**src/rtl/riscv_pkg.sv**
```systemverilog
// Shared RV32I control definitions: opcodes (also used by the immediate decoder),
// controller state encoding and datapath mux select encodings.
package riscv_pkg;

  localparam logic [6:0] OP_R      = 7'b0110011;
  localparam logic [6:0] OP_IMM    = 7'b0010011;
  localparam logic [6:0] OP_LOAD   = 7'b0000011;
  localparam logic [6:0] OP_STORE  = 7'b0100011;
  localparam logic [6:0] OP_BRANCH = 7'b1100011;
  localparam logic [6:0] OP_JAL    = 7'b1101111;
  localparam logic [6:0] OP_JALR   = 7'b1100111;
  localparam logic [6:0] OP_LUI    = 7'b0110111;
  localparam logic [6:0] OP_AUIPC  = 7'b0010111;

  typedef enum logic [2:0] {
    S_FETCH  = 3'd0,
    S_DECODE = 3'd1,
    S_EXEC   = 3'd2,
    S_MEM    = 3'd3,
    S_WB     = 3'd4,
    S_TRAP   = 3'd7
  } state_t;

  typedef enum logic [1:0] {
    PC_PLUS4  = 2'd0,
    PC_ALUOUT = 2'd1,
    PC_JALR   = 2'd2
  } pc_sel_t;

  typedef enum logic [1:0] {
    A_RS1  = 2'd0,
    A_PC   = 2'd1,
    A_ZERO = 2'd2
  } alu_a_t;

  typedef enum logic {
    B_RS2 = 1'b0,
    B_IMM = 1'b1
  } alu_b_t;

  typedef enum logic [1:0] {
    ALU_ADD   = 2'd0,
    ALU_FUNCT = 2'd1,
    ALU_CMP   = 2'd2
  } alu_op_t;

  typedef enum logic [1:0] {
    WB_ALU  = 2'd0,
    WB_LOAD = 2'd1,
    WB_PC4  = 2'd2
  } wb_sel_t;

  function automatic logic is_legal_opcode(input logic [6:0] op);
    case (op)
      OP_R, OP_IMM, OP_LOAD, OP_STORE, OP_BRANCH,
      OP_JAL, OP_JALR, OP_LUI, OP_AUIPC: return 1'b1;
      default:                           return 1'b0;
    endcase
  endfunction

endpackage

```
**src/rtl/multicycle_ctrl_if.sv**
```systemverilog
// Instruction and data memory handshake between the controller and memory.
// A request (imem_req/dmem_req) stays high until its ready arrives; the transfer
// completes in the cycle where req and ready are both 1, and ready without req is ignored.
interface multicycle_ctrl_if;
  logic imem_req;
  logic imem_ready;
  logic dmem_req;
  logic dmem_we;
  logic dmem_ready;

  modport master (
    output imem_req, dmem_req, dmem_we,
    input  imem_ready, dmem_ready
  );

  modport slave (
    input  imem_req, dmem_req, dmem_we,
    output imem_ready, dmem_ready
  );
endinterface

```
**src/rtl/multicycle_ctrl_timer.sv**
```systemverilog
// Memory-wait counter: counts cycles a request stays unacknowledged and flags
// the last allowed cycle; TIMEOUT of 0 never expires.
module handshake_timer #(
  parameter int TIMEOUT_W = 8,
  parameter int TIMEOUT   = 200
) (
  input  logic clk,
  input  logic rst,
  input  logic clear,
  input  logic en,
  output logic expired
);

  localparam logic [TIMEOUT_W-1:0] LAST = TIMEOUT_W'(TIMEOUT - 1);

  logic [TIMEOUT_W-1:0] count;

  always_ff @(posedge clk or negedge rst) begin
    if (!rst) begin
      count <= '0;
    end else if (clear) begin
      count <= '0;
    end else if (en && (count != '1)) begin
      count <= count + TIMEOUT_W'(1);
    end
  end

  // Expiry is only meaningful in a waiting cycle; the caller qualifies it with ready.
  assign expired = (TIMEOUT != 0) && (count == LAST);

endmodule

```
**src/rtl/multicycle_ctrl.sv**
```systemverilog
// Main control FSM of the multi-cycle RV32I datapath: sequences
// fetch/decode/execute/memory/writeback and drives all mux selects and enables.
module multicycle_ctrl
  import riscv_pkg::*;
#(
  parameter int TIMEOUT_W = 8,
  parameter int TIMEOUT   = 200
) (
  input  logic                clk,
  input  logic                rst,
  multicycle_ctrl_if.master   mem,
  input  logic [6:0]          opcode,
  input  logic                branch_taken,
  output logic                ir_write,
  output logic                pc_write,
  output logic [1:0]          pc_sel,
  output logic [1:0]          alu_src_a,
  output logic                alu_src_b,
  output logic [1:0]          alu_op,
  output logic                reg_write,
  output logic [1:0]          wb_sel,
  output logic                instret,
  output logic                fault,
  output logic [2:0]          state_dbg
);

  state_t state, state_n;
  logic   waiting;
  logic   expired;

  always_ff @(posedge clk or negedge rst) begin
    if (!rst) state <= S_FETCH;
    else      state <= state_n;
  end

  assign waiting = rst && (((state == S_FETCH) && !mem.imem_ready) ||
                           ((state == S_MEM)   && !mem.dmem_ready));

  handshake_timer #(
    .TIMEOUT_W (TIMEOUT_W),
    .TIMEOUT   (TIMEOUT)
  ) u_timer (
    .clk     (clk),
    .rst     (rst),
    .clear   (!waiting),
    .en      (waiting),
    .expired (expired)
  );

  // Everything is gated by rst so requests and enables drop as soon as reset asserts.
  always_comb begin
    state_n      = state;
    mem.imem_req = 1'b0;
    mem.dmem_req = 1'b0;
    mem.dmem_we  = 1'b0;
    ir_write     = 1'b0;
    pc_write     = 1'b0;
    pc_sel       = PC_PLUS4;
    alu_src_a    = A_RS1;
    alu_src_b    = B_RS2;
    alu_op       = ALU_ADD;
    reg_write    = 1'b0;
    wb_sel       = WB_ALU;
    instret      = 1'b0;
    if (rst) begin
      case (state)
        S_FETCH: begin
          mem.imem_req = 1'b1;
          if (mem.imem_ready) begin
            ir_write = 1'b1;
            state_n  = S_DECODE;
          end else if (expired) begin
            state_n = S_TRAP;
          end
        end
        S_DECODE: begin
          // Branch target PC+imm is formed here so EXEC is free for the compare.
          alu_src_a = A_PC;
          alu_src_b = B_IMM;
          state_n   = is_legal_opcode(opcode) ? S_EXEC : S_TRAP;
        end
        S_EXEC: begin
          state_n = S_WB;
          case (opcode)
            OP_R: alu_op = ALU_FUNCT;
            OP_IMM: begin
              alu_src_b = B_IMM;
              alu_op    = ALU_FUNCT;
            end
            OP_LOAD, OP_STORE: begin
              alu_src_b = B_IMM;
              state_n   = S_MEM;
            end
            OP_JALR: alu_src_b = B_IMM;
            OP_LUI: begin
              alu_src_a = A_ZERO;
              alu_src_b = B_IMM;
            end
            OP_AUIPC, OP_JAL: begin
              alu_src_a = A_PC;
              alu_src_b = B_IMM;
            end
            OP_BRANCH: begin
              alu_op   = ALU_CMP;
              pc_write = 1'b1;
              pc_sel   = branch_taken ? PC_ALUOUT : PC_PLUS4;
              instret  = 1'b1;
              state_n  = S_FETCH;
            end
            default: state_n = S_TRAP;
          endcase
        end
        S_MEM: begin
          mem.dmem_req = 1'b1;
          mem.dmem_we  = (opcode == OP_STORE);
          if (mem.dmem_ready) begin
            if (opcode == OP_STORE) begin
              pc_write = 1'b1;
              instret  = 1'b1;
              state_n  = S_FETCH;
            end else begin
              state_n = S_WB;
            end
          end else if (expired) begin
            state_n = S_TRAP;
          end
        end
        S_WB: begin
          reg_write = 1'b1;
          pc_write  = 1'b1;
          instret   = 1'b1;
          state_n   = S_FETCH;
          if (opcode == OP_LOAD)                             wb_sel = WB_LOAD;
          else if ((opcode == OP_JAL) || (opcode == OP_JALR)) wb_sel = WB_PC4;
          if (opcode == OP_JAL)       pc_sel = PC_ALUOUT;
          else if (opcode == OP_JALR) pc_sel = PC_JALR;
        end
        S_TRAP:  state_n = S_TRAP;
        default: state_n = S_TRAP;
      endcase
    end
  end

  assign fault     = rst && (state == S_TRAP);
  assign state_dbg = state;

endmodule

```
**src/flat_wrapper.sv**
```systemverilog
// flat-port wrapper written by rule: the top's interface ports become plain ports
module multicycle_ctrl_flat import riscv_pkg::*;
#(
  parameter int TIMEOUT_W = 8,
  parameter int TIMEOUT   = 200
)
  (clk, rst, opcode, branch_taken, ir_write, pc_write, pc_sel, alu_src_a, alu_src_b, alu_op, reg_write, wb_sel, instret, fault, state_dbg, mem_imem_req, mem_dmem_req, mem_dmem_we, mem_imem_ready, mem_dmem_ready);
  multicycle_ctrl_if mem_i ();
  input  logic clk;
  input  logic rst;
  input  logic [6:0] opcode;
  input  logic branch_taken;
  output logic ir_write;
  output logic pc_write;
  output logic [1:0] pc_sel;
  output logic [1:0] alu_src_a;
  output logic alu_src_b;
  output logic [1:0] alu_op;
  output logic reg_write;
  output logic [1:0] wb_sel;
  output logic instret;
  output logic fault;
  output logic [2:0] state_dbg;
  output wire logic [$bits(mem_i.imem_req)-1:0] mem_imem_req;
  output wire logic [$bits(mem_i.dmem_req)-1:0] mem_dmem_req;
  output wire logic [$bits(mem_i.dmem_we)-1:0] mem_dmem_we;
  input wire logic [$bits(mem_i.imem_ready)-1:0] mem_imem_ready;
  input wire logic [$bits(mem_i.dmem_ready)-1:0] mem_dmem_ready;
  assign mem_imem_req = mem_i.imem_req;
  assign mem_dmem_req = mem_i.dmem_req;
  assign mem_dmem_we = mem_i.dmem_we;
  assign mem_i.imem_ready = mem_imem_ready;
  assign mem_i.dmem_ready = mem_dmem_ready;
  multicycle_ctrl #(.TIMEOUT_W(TIMEOUT_W), .TIMEOUT(TIMEOUT)) u_core (.clk(clk), .rst(rst), .mem(mem_i), .opcode(opcode), .branch_taken(branch_taken), .ir_write(ir_write), .pc_write(pc_write), .pc_sel(pc_sel), .alu_src_a(alu_src_a), .alu_src_b(alu_src_b), .alu_op(alu_op), .reg_write(reg_write), .wb_sel(wb_sel), .instret(instret), .fault(fault), .state_dbg(state_dbg));
endmodule
```
**config.mk**
```make
export PLATFORM = sky130hd
export DESIGN_NAME = multicycle_ctrl_flat
export DESIGN_NICKNAME = d
export VERILOG_FILES = /design/src/rtl/riscv_pkg.sv /design/src/rtl/multicycle_ctrl_if.sv /design/src/rtl/multicycle_ctrl_timer.sv /design/src/rtl/multicycle_ctrl.sv /design/src/flat_wrapper.sv
export SDC_FILE = /design/constraint.sdc
export NUM_CORES = 1
export LEC_CHECK = 0
export ABC_CLOCK_PERIOD_IN_PS = 1990
export CAP_MARGIN = 10
export CORE_ASPECT_RATIO = 0.75
export CORE_MARGIN = 2
export CORE_UTILIZATION = 41
export CTS_CLUSTER_SIZE = 16
export DETAILED_ROUTE_END_ITERATION = 6
export HOLD_SLACK_MARGIN = 0.1
export PLACE_DENSITY_LB_ADDON = 0.2
export SYNTH_ARGS = -nofsm -noshare
export SYNTH_HDL_FRONTEND = slang
export SYNTH_SLANG_ARGS = --single-unit
export TNS_END_PERCENT = 1
```
**constraint.sdc**
```tcl
create_clock -name clk -period 1.99 [get_ports clk]
set_input_delay 0.199 -clock clk [delete_from_list [all_inputs] [get_ports clk]]
set_output_delay 0.199 -clock clk [all_outputs]
set_load 0.01 [all_outputs]
```
; Word-level counts from Yosys, hierarchy flattened
; Cells that the tools add are included.
[word_totals]
regBits = 11
latchBits = 0
mem_bits_rw = 0
rom_bits = 0
in_bits = 12
wordCells = 83
mem_count = 0
[classes]
addsub = 1
n_mul = 0
div_mod_pow = 0
n_lt_le_gt_ge = 0
eq_ne = 17
n_shift = 0
n_mux = 47
bitwise = 0
n_reduce_logical = 16
[ops]
columns = op, count
row1 = 2-bit two-way mux, 11
row2 = 7-bit by 6-bit == test with 1-bit output (second input constant), 3
row3 = 7-bit == test (second input constant), 3
row4 = 1-bit two-way mux, 21
row5 = 8-bit two-way mux, 2
row6 = 2-bit one-hot mux with 2 select lines, 4
row7 = 3-bit two-way mux, 5
row8 = 3-bit one-hot mux with 5 select lines, 1
row9 = 7-bit by 5-bit == test with 1-bit output (second input constant), 2
row10 = 3-bit one-hot mux with 3 select lines, 1
row11 = 9-bit OR reduction, 1
row12 = 8-bit by 1-bit adder with 8-bit output (second input constant), 1
row13 = 8-bit == test (second input constant), 1
row14 = 8-bit inequality test (second input constant), 1
row15 = 7-bit by 2-bit == test with 1-bit output (second input constant), 1
row16 = 7-bit OR reduction, 1
row17 = 3-bit by 2-bit == test with 1-bit output (second input constant), 2
row18 = 3-bit == test (second input constant), 2
row19 = 2-bit OR reduction, 3
row20 = 6-bit OR reduction, 1
row21 = 1-bit logical AND, 5
row22 = 3-bit by 1-bit == test with 1-bit output (second input constant), 1
row23 = 3-bit zero test, 1
row24 = 1-bit one-hot mux with 3 select lines, 1
row25 = other kinds (4), 6

; Depth between registers and ports, before layout
[logic_depth]
ltp_word = 7
mapped_depth = 6
ltp_nobuf = 6

; By module
; A second synthesis with hierarchy kept.
[hier_totals]
hier_cells = 120
area_unflattened_um2 = 1038.5
[by_module_without_submodules]
columns = mod, instances, cells_per_inst, area_per_inst_um2, seq_area_each_um2
row1 = multicycle_ctrl, 1, 76, 586.8, 75.1
row2 = handshake_timer, 1, 44, 451.7, 200.2

; Worst setup path after synthesis
; OpenSTA, ideal clock, no wires.
[synth_timing]
path_type = register to output
from = reg u_core.state[0] (netlist: u_core.state_dbg[0])
to = out pc_write
arrival_ns = 1.842
required_time_ns = 1.791
path_slack_ns = -0.051
path_stages_with_launch = 7
path_buffers = 2
path_cell_list = dfrtp_1 -> clkbuf_8 -> or3_4 -> nor4b_4 -> a41oi_1 -> o21ai_0 -> buf_4
[synth_via]
elab_chain_len = 3
elab_cells_between_ends = 5
classes_between = eq/ne: 3 / mux: 2
[synth_rtl]
columns = item, line
row1 = start: declaration, multicycle_ctrl.sv:27  ; state_t state, state_n;
row2 = start signal: assignment, multicycle_ctrl.sv:33  ; else state <= state_n;
row3 = 3-bit == test / 3-bit by 2-bit == test with 1-bit output (equally long branches), n/a
row4 = 1-bit one-hot mux with 3 select lines *, n/a
row5 = 1-bit two-way mux *, n/a
row6 = end: declaration, flat_wrapper.sv:14  ; output logic pc_write;
; Mark *: on every way between the ends. The rest lies on a longest branch, timed or not.

; Worst setup path after layout
[layout_timing]
from = reg u_core.state[0] (netlist: u_core.state_dbg[0])
to = out pc_write
[layout_via]
elab_chain_len = 3
elab_cells_between_ends = 5
classes_between = eq/ne: 3 / mux: 2
[layout_rtl]
columns = item, line
row1 = 3-bit == test / 3-bit by 2-bit == test with 1-bit output (equally long branches), multicycle_ctrl.sv:66  ; case (state)
row2 = 1-bit one-hot mux with 3 select lines *, multicycle_ctrl.sv:66
row3 = 1-bit two-way mux *, multicycle_ctrl.sv:65  ; if (rst) begin
; Marked as above.

==> flow_summary.ini <==
[global_routing]
overflow = 0
grt_max_degree = 22
track_usage_pct = 21.2
grt_pass1_vias = 939
grt_pass1_wl_mm = 4.53
grt_antenna_before_repair = 0

[synthesis]
ys.flop_type = dfrtp_1
synth-compound-area-share_pct = 16.9
synth_edf_count = 0
synth_top_family_by_area = simple AND/OR/NAND/NOR gates
ys_types = 48
synthArstFlopShare_pct = 100
netlist_area_sq_um = 1020
synth.area.mux_share_pct = 1.97
seq_area_frac_synth_pct = 27.1
synth-xor-area-share_pct = 1.72
syn-num-nets = 143
ys_warn_count = 0
synth_area_per_cell_sq_um = 7.82
synthAdderAreaFrac_pct = 1.23
synth-seq-cells = 11
syn_inst = 130
synthSimpleGateAreaFrac_pct = 42.7

[drt]
drt_iter0_markers = 65
ant_nets = 0
route.detailed.drc = 0
wl_mm = 2.82
wl_per_cell_microns = 12.7
avgViaCountPerCell = 5.23
first_pass_iters = 4
vias = 1167

[sta]
drv_slew = 0
fin_hold_ws_ps = 343
setup_viol = 3
fmax_ghz = 0.468
fin_crit_sh_pct = 107
slew_headroom_pct = 72.1
fin_crit_ps = 2140
final_hold_viol_count = 0
setup_tns_ps = -365
fin_ws_ps = -148
tightest_slew_ps = 408
rsz0062_at_grt = true
skew_ps = 4.42

[power]
p_sw_w = 0.000249
p_leak_nw = 0.709
power_frac_comb_pct = 45.7
p_sw_share_pct = 33.4
vdd.ir_drop.worst_mv = 0.292
internal_power_w = 0.000497
seqPwrFrac_pct = 33.9
pwr-share-clk_pct = 20.4
power.total_w = 0.000745
p_per_area_nw_per_um2 = 475

[worst_setup_path]
r2r_start = u_core.u_timer.count[0]$_DFFE_PN0P_
start_kind = flop
path_class = flop to output pin
path_max_fanout = 4
cp-end-kind = output pin
required_ps = 1790
cp-startpoint = u_core.state_dbg[0]$_DFFE_PN0P_
r2r_cells = 6
arrival_ps = 1940

[cells_and_area]
drive_gt1_share_pct = 33.9
fin_nets = 203
area_delta_synth_final_pct = 54.3
instances_no_fill = 223
num_antenna_cells = 0

[floorplan]
die_h_microns = 47.1
ios = 32
dieArea_sq_um = 2900
core_sq_um = 2330
row_count = 15
fp.dieW_microns = 61.5
start_util_pct = 43.7

[worst_hold_path]
min_path_type = input pin to async pin

[placement]
pre_cts_ws_ps = -388
post-dp-hpwl_mm = 2.18
place.gp.congestion = 0.858
portBuffers = 31
placed_cells = 216

[outcome]
outcome = complete, but fails checks
violations = setup timing

[cts]
clk_latency_ps = 270
cts_buffer_depth = 2
tritoncts = done
clock_tree.root_cell = clkbuf_4
path_clk_slew_ps = 70
htree_levels = 1
cts_sinks = 11
numCtsBuffers = 3

[job]
cap_violations = 0
placed cells by master, fill, tap and decap left out, types with 3 or more instances in the layout:
cell type / Yosys / routed
nand2_1: 15 / 15
nor3_2: 0 / 3
dfrtp_1: 11 / 11
inv_1: 4 / 3
nand3_1: 7 / 6
clkbuf_4: 0 / 3
o21ai_0: 7 / 5
buf_2: 2 / 6
buf_4: 1 / 31
and3_1: 3 / 3
dlygate4sd2_1: 0 / 6
nor3_1: 8 / 5
a21oi_1: 3 / 3
nor2_1: 19 / 17
nand4_1: 3 / 3
and2_1: 3 / 3
clkdlybuf4s50_1: 0 / 15
cell type report:
type	instances	area (sq um)
fillers	213	759
multi-input cells	108	709
repair buffers	62	499
flip-flops and latches	11	275
well taps	34	42.5
clock buffers	4	26.3
inverters	4	15.0
cell usage after synthesis (2+ instances only):
library cell / count / area (sq um)
nand2_1: 15 / 56.3
mux2i_1: 2 / 20.0
clkbuf_8: 3 / 41.3
nand4_1: 3 / 18.8
nor3_1: 8 / 40.0
and2_1: 3 / 18.8
a21oi_1: 3 / 15.0
or2_2: 2 / 12.5
a211oi_1: 2 / 15.0
nand3b_1: 2 / 15.0
or3_1: 3 / 18.8
dfrtp_1: 11 / 275
nor2_1: 19 / 71.3
nand3_1: 7 / 35.0
and3_1: 3 / 18.8
buf_2: 2 / 10.0
o21ai_0: 7 / 35.0
a22oi_1: 2 / 15.0
inv_1: 4 / 15.0
layer usage:
metal / GRT usage (%) / vias up / wire (microns)
met3: 5.79 / 0 / 205
met1: 35.5 / 539 / 1480
li1: - / 589 / -
met4: 1.28 / 0 / 0
met2: 27.4 / 39 / 1140
met5: 0 / - / 0
power by group through the flow:
stage / combinational [W] / sequential [W] / clock [W]
finish: 0.000341 / 0.000253 / 0.000152
CTS: 0.000327 / 0.000252 / 0.000154
floorplan: 0.000145 / 0.000265 / 0
global route: 0.000367 / 0.000254 / 0.000169
detailed placement: 0.000298 / 0.000260 / 0
global placement: 0.000294 / 0.000259 / 0
sequential cells by signal, summed over array words and instances, names as in the netlist:
name and count:
u_core.u_timer.count 8, u_core.state_dbg 3
worst max-delay path: stages (launching register included):
cell	delay [ps]
dfrtp_1	410
or3_4	420
nor4b_4	290
a41oi_1	80
o21ai_1	180
dlygate4sd2_1	290
path summary, 6_finish.rpt:
path	end	slack, ps
max reg2reg	u_core.state_dbg[1]$_DFFE_PN0P_	230
max	pc_write	-150
max in group asynchronous	u_core.state_dbg[0]$_DFFE_PN0P_	1480
min	u_core.state_dbg[2]$_DFFE_PN0P_	340
min in group clk	u_core.u_timer.count[6]$_DFFE_PN0P_	550
min reg2reg	u_core.u_timer.count[6]$_DFFE_PN0P_	550
logic make-up after synthesis:
| family | Yosys count |
|---|---|
| compound gates | 25 |
| xor+xnor | 2 |
| fa+ha+maj | 1 |
| buf+inv | 11 |
| flops | 11 |
| mux | 2 |
| simple gates | 78 |
timing repair:
item	in CTS	in global routing
setup buffers	1	2
hold buffers	0	0
gates resized for setup	38	15
setup endpoints to repair	15	14
endpoints found under the hold margin	0	0
pin swaps	3	3
stage by stage:
stage                     area, sq um  util [%]
after floorplan                  1020         -
after global placement           1510      64.8
after global routing             1570      67.4
after detailed placement         1510      64.8
after CTS                        1530      65.9
final                            1570      67.4
No activity file was read; power rests on OpenSTA's default activity.
